<file path="config.mk">
export PLATFORM = sky130hd
export DESIGN_NAME = ntt_out_fifo
export DESIGN_NICKNAME = d
export VERILOG_FILES = /design/src/rtl/ntt_pkg.sv /design/src/rtl/ntt_fifo_ptr.sv /design/src/rtl/ntt_out_fifo.sv
export SDC_FILE = /design/constraint.sdc
export NUM_CORES = 1
export LEC_CHECK = 0
export BUFFER_PORTS_ARGS = -buffer_cell sky130_fd_sc_hd__clkbuf_2
export CORE_MARGIN = 5
export CORE_UTILIZATION = 29
export DETAILED_ROUTE_END_ITERATION = 8
export PLACE_DENSITY = 0.47
export SLEW_MARGIN = 20
export SYNTH_ARGS = -nofsm -noshare
export SYNTH_HDL_FRONTEND = slang
export SYNTH_SLANG_ARGS = --single-unit
</file>
<file path="constraint.sdc">
create_clock -name clk -period 13.4 [get_ports clk]
set_clock_uncertainty 0.15 [all_clocks]
set_input_delay 0.67 -clock clk [delete_from_list [all_inputs] [get_ports clk]]
set_output_delay 0.67 -clock clk [all_outputs]
set_load 0.02 [all_outputs]
</file>
<file path="src/rtl/ntt_pkg.sv">
// ============================================================================
// ntt_pkg : shared NTT constants and word types
// Rev 1.0
// ============================================================================
`default_nettype none

package ntt_pkg;

    localparam int COEF_BITS          = 12;
    localparam int NTT_OUT_FIFO_DEPTH = 16;
    localparam int NTT_OUT_FIFO_AFULL = 4;

    // Two packed Kyber coefficients per output word
    typedef logic [2*COEF_BITS-1:0] ntt_out_word_t;

endpackage

`default_nettype wire

</file>
<file path="src/rtl/ntt_fifo_ptr.sv">
// ============================================================================
// ntt_fifo_ptr : enabled wrap-around pointer, wraps by natural overflow
// Rev 1.0
// ============================================================================
`default_nettype none

module ntt_fifo_ptr #(
    parameter int PTR_W = 4
) (
    input  logic             clk,
    input  logic             rst_n,
    input  logic             en,
    output logic [PTR_W-1:0] ptr
);

    always_ff @(posedge clk or negedge rst_n) begin
        if (!rst_n) begin
            ptr <= '0;
        end else if (en) begin
            ptr <= ptr + PTR_W'(1);
        end
    end

endmodule

`default_nettype wire

</file>
<file path="src/rtl/ntt_out_fifo.sv">
// ============================================================================
// ntt_out_fifo : push-only FWFT output FIFO for the NTT pipeline, valid/ready
//                read side. Optional high-watermark via NTT_FIFO_STATS_EN.
// Rev 1.0
// ============================================================================
`default_nettype none

module ntt_out_fifo
    import ntt_pkg::*;
#(
    parameter int WIDTH    = $bits(ntt_out_word_t),
    parameter int DEPTH    = NTT_OUT_FIFO_DEPTH,
    parameter int AFULL_TH = NTT_OUT_FIFO_AFULL
) (
    input  logic                       clk,
    input  logic                       rst_n,
    input  logic                       in_valid,
    input  logic [WIDTH-1:0]           in_data,
    output logic                       afull,
    output logic                       full,
    output logic                       overflow,
    output logic                       out_valid,
    input  logic                       out_ready,
    output logic [WIDTH-1:0]           out_data,
    output logic [$clog2(DEPTH+1)-1:0] count
`ifdef NTT_FIFO_STATS_EN
    ,
    output logic [$clog2(DEPTH+1)-1:0] max_count
`endif
);

    localparam int AW = $clog2(DEPTH);
    localparam int CW = $clog2(DEPTH+1);
    localparam logic [CW-1:0] DEPTH_C  = CW'(DEPTH);
    localparam logic [CW-1:0] AFULL_AT = CW'(DEPTH - AFULL_TH);

    logic [WIDTH-1:0] mem [DEPTH];

    logic [AW-1:0] wr_ptr;
    logic [AW-1:0] rd_ptr;
    logic          pop;
    logic          push_acc;
    logic          load;
    logic          arr_empty;
    logic          bypass;
    logic          wr_en;
    logic          rd_en;
    logic [CW-1:0] count_nxt;

    // The array never holds more than DEPTH-1 words (one sits in out_data),
    // so pointer equality is an unambiguous empty test.
    assign arr_empty = (wr_ptr == rd_ptr);
    assign pop       = out_valid && out_ready;
    assign push_acc  = in_valid && ((count != DEPTH_C) || pop);
    assign load      = !out_valid || pop;
    assign bypass    = load && arr_empty && push_acc;
    assign wr_en     = push_acc && !bypass;
    assign rd_en     = load && !arr_empty;

    always_comb begin
        count_nxt = count;
        if (push_acc && !pop) begin
            count_nxt = count + CW'(1);
        end else if (!push_acc && pop) begin
            count_nxt = count - CW'(1);
        end
    end

    ntt_fifo_ptr #(.PTR_W(AW)) u_wr_ptr (
        .clk   (clk),
        .rst_n (rst_n),
        .en    (wr_en),
        .ptr   (wr_ptr)
    );

    ntt_fifo_ptr #(.PTR_W(AW)) u_rd_ptr (
        .clk   (clk),
        .rst_n (rst_n),
        .en    (rd_en),
        .ptr   (rd_ptr)
    );

    always_ff @(posedge clk) begin
        if (wr_en) begin
            mem[wr_ptr] <= in_data;
        end
    end

    always_ff @(posedge clk or negedge rst_n) begin
        if (!rst_n) begin
            out_valid <= 1'b0;
            out_data  <= '0;
            count     <= '0;
            full      <= 1'b0;
            afull     <= 1'b0;
            overflow  <= 1'b0;
        end else begin
            if (load) begin
                if (!arr_empty) begin
                    out_data  <= mem[rd_ptr];
                    out_valid <= 1'b1;
                end else if (push_acc) begin
                    out_data  <= in_data;
                    out_valid <= 1'b1;
                end else begin
                    out_valid <= 1'b0;
                end
            end
            if (in_valid && !push_acc) begin
                overflow <= 1'b1;
            end
            count <= count_nxt;
            full  <= (count_nxt == DEPTH_C);
            afull <= (count_nxt >= AFULL_AT);
        end
    end

`ifdef NTT_FIFO_STATS_EN
    always_ff @(posedge clk or negedge rst_n) begin
        if (!rst_n) begin
            max_count <= '0;
        end else if (count > max_count) begin
            max_count <= count;
        end
    end
`endif

endmodule

`default_nettype wire
</file>
==> results of run 1 <==
registers in the layout (all words and copies together) (netlist names):
register,count
afull,1
count,5
full,1
mem,384
out_data,24
out_valid,1
overflow,1
u_rd_ptr.ptr,4
u_wr_ptr.ptr,4
final cells by class:
cell class	count	area, um2
clock buffer	59	1280
clock inverter	23	335
tap	756	946
timing repair buffer	81	490
sequential	425	12600
inverter	5	18.8
fill	5303	37100
multi-input combinational	306	3910
power by group through the flow:
| stage | combinational [mW] | clock (mW) | sequential (mW) |
|---|---|---|---|
| floorplan | 0.917 | 0 | 1.78 |
| global placement | 1.30 | 0 | 1.79 |
| detailed placement | 1.29 | 0 | 1.79 |
| CTS | 1.30 | 1.38 | 1.77 |
| global route | 1.39 | 1.43 | 1.78 |
| finish | 1.27 | 1.34 | 1.76 |
synth_stat cells (2+ instances only):
| cell | n | share of area, % |
|---|---|---|
| sky130_fd_sc_hd__buf_2 | 16 | 0.48 |
| sky130_fd_sc_hd__ha_1 | 7 | 0.53 |
| sky130_fd_sc_hd__nor3_1 | 6 | 0.18 |
| sky130_fd_sc_hd__nand3_1 | 6 | 0.18 |
| sky130_fd_sc_hd__dfrtp_1 | 41 | 6.2 |
| sky130_fd_sc_hd__clkbuf_1 | 20 | 0.45 |
| sky130_fd_sc_hd__mux4_2 | 96 | 13 |
| sky130_fd_sc_hd__buf_12 | 3 | 0.36 |
| sky130_fd_sc_hd__nor4b_1 | 5 | 0.26 |
| sky130_fd_sc_hd__buf_4 | 2 | 0.090 |
| sky130_fd_sc_hd__nor2b_1 | 3 | 0.11 |
| sky130_fd_sc_hd__mux2_2 | 50 | 3.4 |
| sky130_fd_sc_hd__nor2_1 | 32 | 0.72 |
| sky130_fd_sc_hd__inv_1 | 5 | 0.11 |
| sky130_fd_sc_hd__o21ai_0 | 3 | 0.090 |
| sky130_fd_sc_hd__xnor2_1 | 9 | 0.47 |
| sky130_fd_sc_hd__a222oi_1 | 24 | 1.4 |
| sky130_fd_sc_hd__buf_6 | 5 | 0.34 |
| sky130_fd_sc_hd__a21oi_1 | 28 | 0.84 |
| sky130_fd_sc_hd__edfxtp_1 | 384 | 69 |
| sky130_fd_sc_hd__xor2_1 | 5 | 0.26 |
| sky130_fd_sc_hd__nand2_1 | 13 | 0.29 |
| sky130_fd_sc_hd__a32oi_1 | 2 | 0.11 |
worst register-to-register path, cell delays in order (launching register included):
cell                      delay, ns
sky130_fd_sc_hd__dfrtp_2       0.34
sky130_fd_sc_hd__buf_4         0.69
sky130_fd_sc_hd__xor2_1        0.31
sky130_fd_sc_hd__nor4_4        0.06
sky130_fd_sc_hd__o21ai_0       0.33
sky130_fd_sc_hd__nand2_2       0.45
sky130_fd_sc_hd__nor3_2        0.68
sky130_fd_sc_hd__buf_4         0.47
worst paths after layout:
kind                            slack, ns  cells past startpoint                         from                          end
worst max-delay path                 9.57                      7  u_rd_ptr.ptr[0]$_DFFE_PN0P_          mem[5][3]$_DFFE_PP_
worst max register to register       9.57                      7  u_rd_ptr.ptr[0]$_DFFE_PN0P_          mem[5][3]$_DFFE_PP_
min in group clk                     0.32                      1         overflow$_DFFE_PN0P_         overflow$_DFFE_PN0P_
worst min-delay path                  0.1                      2                        rst_n              afull$_DFF_PN0_
max in group asynchronous           12.48                      2                        rst_n  u_rd_ptr.ptr[3]$_DFFE_PN0P_
worst min register to register       0.32                      1         overflow$_DFFE_PN0P_         overflow$_DFFE_PN0P_
kinds of logic (layout without fill, tap and decap cells):
family	count (synthesis)	count (layout)	synth area share, %
and+or+nand+nor	76	76	2.26
buffers and inverters	52	168	1.86
adders and majority gates	7	7	0.526
muxes	147	147	16.4
DFF	425	425	75.5
xor gates and xnor gates	14	14	0.737
AOI/OAI and AO/OA	62	62	2.72
routing by layer:
metal	global-route usage [%]	share of wire, %
met5	0	0
met4	3.18	2.0
met3	1.96	4.7
met2	18.8	47
met1	16.8	46
==> impl_summary.md, run 1 <==
Cells and area
The net count reported at finish is 900. The finished cells cover 19500 um2. The total inserted antenna cells is 0.

Leaving out fill and tap cells, the most frequent cells in the layout are sky130_fd_sc_hd__edfxtp_1, sky130_fd_sc_hd__mux4_2, sky130_fd_sc_hd__clkbuf_2. Cells fill 34.5% of the core in the end. After the flow finishes, the layout carries non-filler instances totaling 1655. Leaving out fill and tap cells, the most frequent cell in the layout is sky130_fd_sc_hd__edfxtp_1. The synthesis-to-layout area growth is 17.4%. The fraction of final layout cells with drive strength greater than 1 is 36.0%.

GRT
Entering global routing, the biggest net connects 53 pins. Global routing used 11.8% of the available tracks. The global route total overflow is 0. The initial antenna violation count is 0.

The number of global-route vias before repair is 8372. The first-pass GRT wire length is 55800 um.

Placed design
The post-place setup slack is 8.85 ns. The count of buffers inserted at the top-level ports is 60. The HPWL after detailed placement is 20100 um. At the end of routability-driven placement, the weighted congestion stood at 0.699.

The number of placed cells counting well taps is 1571. Summing all placed instances gives a cell area of 17900 um2.

Setup path
The worst setup path is launched from a flop. The endpoint class of the critical path is a flop. The signal on the critical path passes through buf_4, xor2_1, nor4_4, o21ai_0, nand2_2, nor3_2, buf_4. Along the worst path, the maximum fanout reaches 52.

On the worst path, the slowest cell contributes a delay of 0.69 ns. By startpoint and endpoint, the worst setup path is classified as reg2reg. Together, buffers and inverters on the worst path number 2.

Broken down by cell family, the worst path's largest delay share belongs to simple AND/OR/NAND/NOR gates. The required time reported for the critical path endpoint is 13.47 ns. The slowest stage of the critical path is the sky130_fd_sc_hd__buf_4 cell. The most numerous cell type found on the critical path is sky130_fd_sc_hd__buf_4. The arrival time reported for the critical path endpoint is 3.89 ns.

Floorplanning
For this design the top-level I/O count stands at 61. The die covers 62300 um2. In this run the core area contains 87 standard-cell rows. The floorplan step set the die width to 250 um. The initial core utilization is 29.4%.

The core region is 56600 um2. The vertical extent of the die is 250 um.

Timing
The worst hold-check slack is 0.0969 ns. The number of slew-limit violations in the final report is 0. Setup repair after global routing left no endpoint under its margin.

Subtracting the final worst setup slack from the clock period gives 3.83 ns. The final worst-path setup slack is 9.57 ns. The period utilization is 28.5%. For this run, the top clock speed supported by timing is 261 MHz.

Setup violations remaining at the end of the flow were counted as 0. In this run the tightest slew margin relative to its limit is 28.7%. The aggregate negative setup slack is 0 ns. At the pin with the least slew margin, the transition time is 1.07 ns. The final hold violation count is 0.

Logic synthesis
The number of instances in the synthesized netlist is 783. The most used flip-flop cell after synthesis is sky130_fd_sc_hd__edfxtp_1. The synthesized netlist net count is 818.

The number of enable-type register cells in the synthesized netlist is 384. The number of warnings printed during yosys synthesis is 0. The async set-or-reset flop fraction in the synthesized netlist is 9.65%. Synthesis instantiated 41 different standard cells from the library.

Sequential elements use 75.5% of the synthesized area. The netlist area before placement is 16600 um2. In this run, synthesis produced a sequential element count of 425. The post-synthesis area per instance is 21.3 um2.

Detailed routing
The number of vias after detailed routing is 7757. The count of nets left with antenna violations once routing finished came out at 0. For this block, the initial DRC count from the detailed router was 627.

The average wire per standard cell is 22.2 um. After detailed routing, the total wire length is 36700 um. For this run, design rule violations remaining after detail routing come to 0.

The pre-antenna-repair detailed-routing pass consisted of 6 iterations. The number of vias per cell is 4.69.

Power and ir drop
The net switching power of the design is 1.33 mW. IR analysis of the VDD net gives a maximum drop of 0.000119 V. The total power is 4.37 mW. The total power divided by cell area is 224 nW/um2. The internal cell power is 3.05 mW. Per report_power, the clock group accounts for 30.6% of the total. The switching share of power is 30.3%. The static leakage is 6.30 nW. The power share of the sequential group is 40.3%. Combinational logic is responsible for 29.1% of the overall power.

CTS
Clock tree synthesis inserted a total of 46 buffers. The clock input transition at the sequential cells of the worst setup and hold paths is 0.06 ns. After clock tree synthesis, the setup repair step added 0 buffers.

The number of hold-repair buffers added at the cts stage is 0. For the worst-skew pair, the clock arrives at the later sink with an insertion delay of 0.57 ns. CTS built an H-tree with a depth of 2. TritonCTS built the clock tree. The buffer levels on the longest clock path is 3.

The post-cts repair resize count is 0. Clock tree synthesis selected as its root buffer the cell sky130_fd_sc_hd__clkbuf_16. The clock drives 425 sinks.

Hold path
The type of the tightest min-delay check is in2async.

Job
The tool flagged a number of max-cap violations equal to 0.

Status
The run finished with clean final reports.
(Power assumes the default switching activity.)
==> run 2: changes to the inputs <==
--- a/config.mk
+++ b/config.mk
@@ -9,7 +9,7 @@
 export CORE_MARGIN = 5
 export CORE_UTILIZATION = 29
 export DETAILED_ROUTE_END_ITERATION = 8
-export PLACE_DENSITY = 0.47
+export PLACE_DENSITY = 0.49
 export SLEW_MARGIN = 20
 export SYNTH_ARGS = -nofsm -noshare
 export SYNTH_HDL_FRONTEND = slang
==> constraint.sdc (replaced) <==
create_clock -name clk -period 3.5 [get_ports clk]
set_clock_uncertainty 0.15 [all_clocks]
set_input_delay 0.175 -clock clk [delete_from_list [all_inputs] [get_ports clk]]
set_output_delay 0.175 -clock clk [all_outputs]
set_load 0.02 [all_outputs]
==> impl_summary.md, run 2 (synthesized netlist as in run 1, its figures left out) <==
Setup path
The startpoint type of the worst setup path is a flop. The maximum fanout along the worst path came to 24 (-54%). The endpoint class of the critical path is a flop. The required time reported for the critical path endpoint is 3.56 ns (-9.91 ns).

The category of the critical setup timing path is reg2reg. The arrival time reported for the critical path endpoint is 2.99 ns (-0.90 ns).

Floorplanning
The width of the die is 250 um (unchanged). The top-level port count is 61 (unchanged). The initial core utilization is 29.4% (unchanged). The area inside the core boundary is 56600 um2 (unchanged). The full die area is 62300 um2 (unchanged). The number of core rows is 87 (unchanged). The vertical extent of the die is 250 um (unchanged).

Timing
The final setup violation count is 0 (unchanged). The transition time of the tightest slew-check pin was 0.957 ns (-0.109 ns). Setup repair after global routing left no endpoint under its margin. The final hold violation count is 0 (unchanged). The period utilization is 83.7% (+55 points). The maximum clock frequency is 341 MHz (+31%). The number of slew-limit violations in the final report is 0 (unchanged). The headroom to the max-slew limit is 36.2% (+7.4 points). The minimum period implied by the final worst setup slack is 2.93 ns (-0.896 ns).

GRT
The maximum number of pins on one net before global-route repair was 98 (+85%). The global route total overflow came to 0 (unchanged). The aggregate global-route resource usage is 12.2% (+0.48 points). The initial antenna violation count is 0 (unchanged). The number of global-route vias before repair was 8500 (+1.5%). The first-pass GRT wire length was 57600 um (+3.2%).

Hold path
The type of the tightest min-delay check is in2async.

CTS
The tree is rooted in a sky130_fd_sc_hd__clkbuf_16. The clock input transition at the sequential cells of the worst setup and hold paths came to 0.06 ns (about the same). The clock sink count is 425 (unchanged). The number of buffers inserted to repair setup after CTS is 0 (unchanged). The CTS tree is done. The maximum level of the CTS H-tree is 2 (unchanged). The number of buffers created by CTS is 47 (+2.2%). The buffer levels on the longest clock path is 3 (unchanged). The post-cts repair resize count came to 0 (unchanged). The clock latency reported for the late side of the worst-skew pair is 0.58 ns (about the same).

Detailed routing
The number of design rule violations left after detail routing is 0 (unchanged). The remaining antenna violation count after routing came to 0 (unchanged). The violation count after the first detailed-routing iteration was 572 (-8.8%). The number of vias per cell is 4.76 (+1.5%). The number of vias after detailed routing came to 8100 (+4.4%). The number of detailed-routing iterations run before antenna repair is 5 (-1). The routed wire length is 38700 um (+5.4%). The average wire per standard cell is 22.7 um (+2.5%).

Power and ir drop
The static leakage came to 6.48 nW (+2.8%). The total power came to 16.6 mW (+280%). The total power divided by cell area is 835 nW/um2 (+270%). The maximum vdd drop is 0.000481 V (+300%). The logic gate share of total power came to 31.3% (+2.2 points).

The switching share of power is 31.2% (+0.93 points). The fraction of power consumed by the clock network is 28.9% (-1.7 points). The power share of the sequential group was 39.8% (-0.5 points). The internal cell power is 11.4 mW (+270%).

The net switching power of the design is 5.19 mW (+290%).

Status
The flow ran to the end, and the final reports show no timing, DRC or antenna violations.

Cells and area
The final instance area is 19900 um2 (+1.7%). The fraction of final layout cells with drive strength greater than 1 is 36.3% (+0.22 points). The number of flip-flops in the largest register is 384 (unchanged). The library cell used most frequently in the layout, excluding fill and tap cells, is sky130_fd_sc_hd__edfxtp_1.

More flip-flops sit in one register than any other, and that register is mem. The library cells used most frequently in the layout, excluding fill and tap cells, are sky130_fd_sc_hd__edfxtp_1, sky130_fd_sc_hd__mux4_2, sky130_fd_sc_hd__clkbuf_2. The synthesis-to-layout area growth is 19.5%. The largest registers in the layout are mem x384, out_data x24, count x5. The net count reported at finish came to 947 (+5.2%). The count of filler cells inserted in the layout was 5320 (+0.32%).

The total inserted antenna cells came to 0 (unchanged).

Job
The max-capacitance violation count is 0 (unchanged).

Placed design
The count of buffers inserted at the top-level ports is 60 (unchanged). The HPWL after detailed placement is 21500 um (+6.6%). The placed standard-cell area came to 18100 um2 (+1.4%). The placer's final routability congestion estimate is 0.730 (+4.5%).
[run 2: cell type report]
class | instances | area [um2] | area share (%)
flip-flops and latches | 425 | 12600 | 63.2
multi-input cells | 306 | 3930 | 19.8
clock buffers | 55 | 1240 | 6.22
well taps | 756 | 946 | 4.76
repair buffers | 127 | 921 | 4.63
clock inverters | 28 | 260 | 1.31
inverters | 5 | 18.8 | 0.0944
[run 2: worst paths after layout]
path	start	endpoint	slack (ns)	cells past startpoint
min in group clk	overflow$_DFFE_PN0P_	overflow$_DFFE_PN0P_	0.33	1
worst max-delay path	count[1]$_DFF_PN0_	mem[6][14]$_DFFE_PP_	0.57	9
max in group asynchronous	rst_n	u_wr_ptr.ptr[1]$_DFFE_PN0P_	2.24	3
worst min-delay path	rst_n	out_data[20]$_DFFE_PN0P_	0.16	2
worst max register to register	count[1]$_DFF_PN0_	mem[6][14]$_DFFE_PP_	0.57	9
worst min register to register	overflow$_DFFE_PN0P_	overflow$_DFFE_PN0P_	0.33	1
[run 2: critical path, stage by stage, from the launching register on]
cell	delay, ns
sky130_fd_sc_hd__dfrtp_1	0.47
sky130_fd_sc_hd__inv_1	0.07
sky130_fd_sc_hd__ha_1	0.21
sky130_fd_sc_hd__nand4bb_1	0.23
sky130_fd_sc_hd__a21oi_1	0.09
sky130_fd_sc_hd__o21ai_0	0.32
sky130_fd_sc_hd__nand2_1	0.10
sky130_fd_sc_hd__buf_4	0.27
sky130_fd_sc_hd__nor3_2	0.18
sky130_fd_sc_hd__buf_4	0.45
[run 2: what timing repair did]
action,CTS,global route
hold buffers,27,0
endpoints found under the setup margin,0,0
hold endpoints to repair,419,0
[run 2: power by group through the flow]
stage               combinational, mW  sequential [mW]  clock (mW)
finish                           5.19             6.61        4.80
global route                     5.65             6.68        5.14
CTS                              5.36             6.62        4.95
detailed placement               5.30             6.72           0
global placement                 5.31             6.70           0
floorplan                        3.53             6.80           0
[run 2: metal layers]
metal | wire [um] | vias to the layer above | track usage, %
li1 | - | 3522 | -
met1 | 17400 | 4339 | 17.0
met2 | 18500 | 192 | 19.7
met3 | 2130 | 47 | 2.72
met4 | 702 | 0 | 3.20
met5 | 0 | - | 0
[run 2: stage by stage]
step	utilization [%]	TNS [ns]	hold slack [ns]	std cells	setup slack, ns
finish	35.1	0	0.157	1702	0.570
global route	35.1	0	0.211	1702	0.368
CTS	35.1	0	0.154	1702	0.557
detailed placement	32.0	0	0.223	1592	0.580
global placement	32.0	0	0.210	1592	0.665
floorplan	-	-84.47	-0.271	783	-0.581
==> run 3: changes to the inputs <==
--- a/config.mk
+++ b/config.mk
@@ -9,7 +9,7 @@
 export CORE_MARGIN = 5
 export CORE_UTILIZATION = 29
 export DETAILED_ROUTE_END_ITERATION = 8
-export PLACE_DENSITY = 0.49
+export PLACE_DENSITY = 0.47
 export SLEW_MARGIN = 20
 export SYNTH_ARGS = -nofsm -noshare
 export SYNTH_HDL_FRONTEND = slang
==> constraint.sdc (replaced) <==
create_clock -name clk -period 2.9 [get_ports clk]
set_clock_uncertainty 0.15 [all_clocks]
set_input_delay 0.145 -clock clk [delete_from_list [all_inputs] [get_ports clk]]
set_output_delay 0.145 -clock clk [all_outputs]
set_load 0.02 [all_outputs]
==> impl_summary.md, run 3 (synthesized netlist as in run 1, its figures left out) <==
Job
The max-capacitance violation count is 0 (unchanged).

Cells and area
The fraction of final layout cells with drive strength greater than 1 came to 36.4% (+0.11 points). The net count reported at finish is 967 (+2.1%). In the layout the commonest cells are sky130_fd_sc_hd__edfxtp_1, sky130_fd_sc_hd__mux4_2, sky130_fd_sc_hd__clkbuf_2.

The count of filler cells inserted in the layout is 5305 (-0.28%). The most common cell after layout, fill and taps aside is sky130_fd_sc_hd__edfxtp_1. The final cell count without fillers is 1724 (+1.3%).

The total inserted antenna cells is 0 (unchanged). The largest registers in the layout are mem x384, out_data x24, count x5. The number of flip-flops in the largest register was 384 (unchanged). The synthesis-to-layout area growth is 21.6%. The register bank with the most flops is mem.

Placed design
The HPWL after detailed placement is 24100 um (+12%). The placer's final routability congestion estimate is 0.728 (-0.27%). The count of buffers inserted at the top-level ports was 60 (unchanged). The number of placed cells counting well taps came to 1611 (+1.2%).

CTS
The CTS tree is done. The number of buffers created by CTS is 47 (unchanged). The buffer levels on the longest clock path is 3 (unchanged). The clock sink count is 425 (unchanged). The clock latency reported for the late side of the worst-skew pair is 0.59 ns (about the same). The maximum level of the CTS H-tree came to 2 (unchanged).

The number of hold-repair buffers added at the cts stage came to 28 (+3.7%). The cell at the root of the clock tree is sky130_fd_sc_hd__clkbuf_16. The clock input transition at the sequential cells of the worst setup and hold paths is 0.06 ns (about the same). The number of buffers inserted to repair setup after CTS is 0 (unchanged). The post-cts repair resize count came to 0 (unchanged).

Setup path
The register-to-register setup slack was 0.28 ns (-0.29 ns). The worst setup path is captured at a flop. The worst setup path is of the reg2reg kind. The required time reported for the critical path endpoint was 3.03 ns (-0.53 ns).

The arrival time reported for the critical path endpoint came to 2.75 ns (-0.24 ns). The worst reg2reg path depth is 9 (unchanged). The maximum fanout along the worst path is 18 (-25%).

In this run the critical register-to-register path is captured at mem[14][0]$_DFFE_PP_. The worst setup path is launched from a flop. The startpoint of the most critical register-to-register path is count[1]$_DFF_PN0_.

Timing
The number of slew-limit violations in the final report is 0 (unchanged). The final setup violation count came to 0 (unchanged). The aggregate negative setup slack came to 0 ns (unchanged).

The final hold violation count is 0 (unchanged). Setup repair after global routing left no endpoint under its margin. The period utilization is 90.2% (+6.5 points).

The maximum clock frequency is 382 MHz (+12%). The minimum period implied by the final worst setup slack was 2.62 ns (-0.313 ns). The transition time of the tightest slew-check pin is 0.747 ns (-0.210 ns).

The headroom to the max-slew limit is 50.2% (+14 points).

Detailed routing
The violation count after the first detailed-routing iteration is 772 (+35%). The number of vias per cell is 4.77 (+0.16%). The number of vias after detailed routing is 8218 (+1.5%). The number of detailed-routing iterations run before antenna repair is 7 (+2). The number of design rule violations left after detail routing was 0 (unchanged). The routed wire length is 40700 um (+5.3%). The remaining antenna violation count after routing was 0 (unchanged). The average wire per standard cell is 23.6 um (+4.0%).

Floorplanning
The number of core rows came to 87 (unchanged). The vertical extent of the die is 250 um (unchanged). The full die area is 62300 um2 (unchanged).

The initial core utilization is 29.4% (unchanged). The width of the die is 250 um (unchanged). The top-level port count is 61 (unchanged). The area inside the core boundary is 56600 um2 (unchanged).

Power and ir drop
The static leakage was 6.61 nW (+2.1%). The total power is 20.4 mW (+23%). The maximum vdd drop is 0.000695 V (+45%). The total power divided by cell area is 1010 nW/um2 (+21%).

GRT
The global route total overflow is 0 (unchanged). The maximum number of pins on one net before global-route repair is 52 (-47%). The aggregate global-route resource usage is 13.0% (+0.81 points). The number of global-route vias before repair is 8666 (+2.0%).

The initial antenna violation count came to 0 (unchanged). The first-pass GRT wire length is 60900 um (+5.7%).

Hold path
The path class of the tightest hold or removal check is in2async.

Status
The flow ran to the end, and the final reports show no timing, DRC or antenna violations.
run 3: cell count changes in the layout (fill, tap and decap cells not counted), moves of 2 or more:
cell	previous run	this run
sky130_fd_sc_hd__bufinv_16	4	1
sky130_fd_sc_hd__buf_12	4	23
sky130_fd_sc_hd__clkbuf_1	6	13
sky130_fd_sc_hd__clkinv_1	5	13
sky130_fd_sc_hd__nor3_4	0	6
sky130_fd_sc_hd__clkinvlp_4	3	0
sky130_fd_sc_hd__clkinv_2	13	6
sky130_fd_sc_hd__dfrtp_2	1	3
sky130_fd_sc_hd__dfrtp_1	38	36
sky130_fd_sc_hd__nor3_2	6	0
run 3: power by group:
group	total [mW]	switching, mW	internal [mW]
clock network	5.50	2.39	3.11
registers	8.00	0.436	7.56
logic	6.88	3.66	3.22
run 3: layer usage:
layer  global-route usage, %  up-vias  share of wire, %
li1                        -     3573                 -
met1                    19.5     4378                47
met2                    19.9      216                46
met3                    2.18       51               4.9
met4                    3.54        0               1.8
met5                       0        -                 0
run 3: how the worst max path moves through the flow:
stage                           startpoint                  endpoint  slack, ns  cells after the start
2_1_floorplan           count[0]$_DFF_PN0_       mem[0][0]$_DFFE_PP_       0.02                      7
3_3_place_gp   u_rd_ptr.ptr[1]$_DFFE_PN0P_  out_data[10]$_DFFE_PN0P_       0.31                      6
3_5_place_dp            count[0]$_DFF_PN0_       mem[0][3]$_DFFE_PP_       0.26                      9
4_1_cts                 count[1]$_DFF_PN0_       mem[0][4]$_DFFE_PP_       0.24                      9
5_1_grt                 count[1]$_DFF_PN0_       mem[0][7]$_DFFE_PP_       0.11                      9
6_report                count[1]$_DFF_PN0_      mem[14][0]$_DFFE_PP_       0.28                      9
run 3: worst max-delay path, cell delays in order, from the launching register on:
cell and delay [ns]:
sky130_fd_sc_hd__dfrtp_2 0.43, sky130_fd_sc_hd__inv_1 0.06, sky130_fd_sc_hd__ha_1 0.20, sky130_fd_sc_hd__nand4bb_1 0.16, sky130_fd_sc_hd__a21oi_1 0.08, sky130_fd_sc_hd__o21ai_1 0.32, sky130_fd_sc_hd__nand2_4 0.08, sky130_fd_sc_hd__buf_12 0.19
sky130_fd_sc_hd__nor2_4 0.36, sky130_fd_sc_hd__buf_4 0.26
run 3: area by class of cell:
type | instances | area [um2] | area share, %
inverter | 5 | 18.8 | 0.0927
clock buffer | 61 | 1240 | 6.12
sequential | 425 | 12600 | 62.1
clock inverter | 24 | 173 | 0.853
multi-input combinational | 306 | 3980 | 19.7
timing repair buffer | 147 | 1310 | 6.48
tap | 756 | 946 | 4.67
run 3: metrics by stage:
| step | setup slack [ns] | area (um2) | utilization, % | hold slack (ns) |
|---|---|---|---|---|
| after global routing | 0.106 | 20200 | 35.8 | 0.0848 |
| final | 0.283 | 20200 | 35.8 | 0.0227 |
| after floorplan | 0.0166 | 16800 | - | -0.301 |
| after detailed placement | 0.264 | 18500 | 32.8 | 0.100 |
| after global placement | 0.311 | 18500 | 32.8 | 0.0935 |
| after CTS | 0.237 | 20200 | 35.8 | 0.00174 |
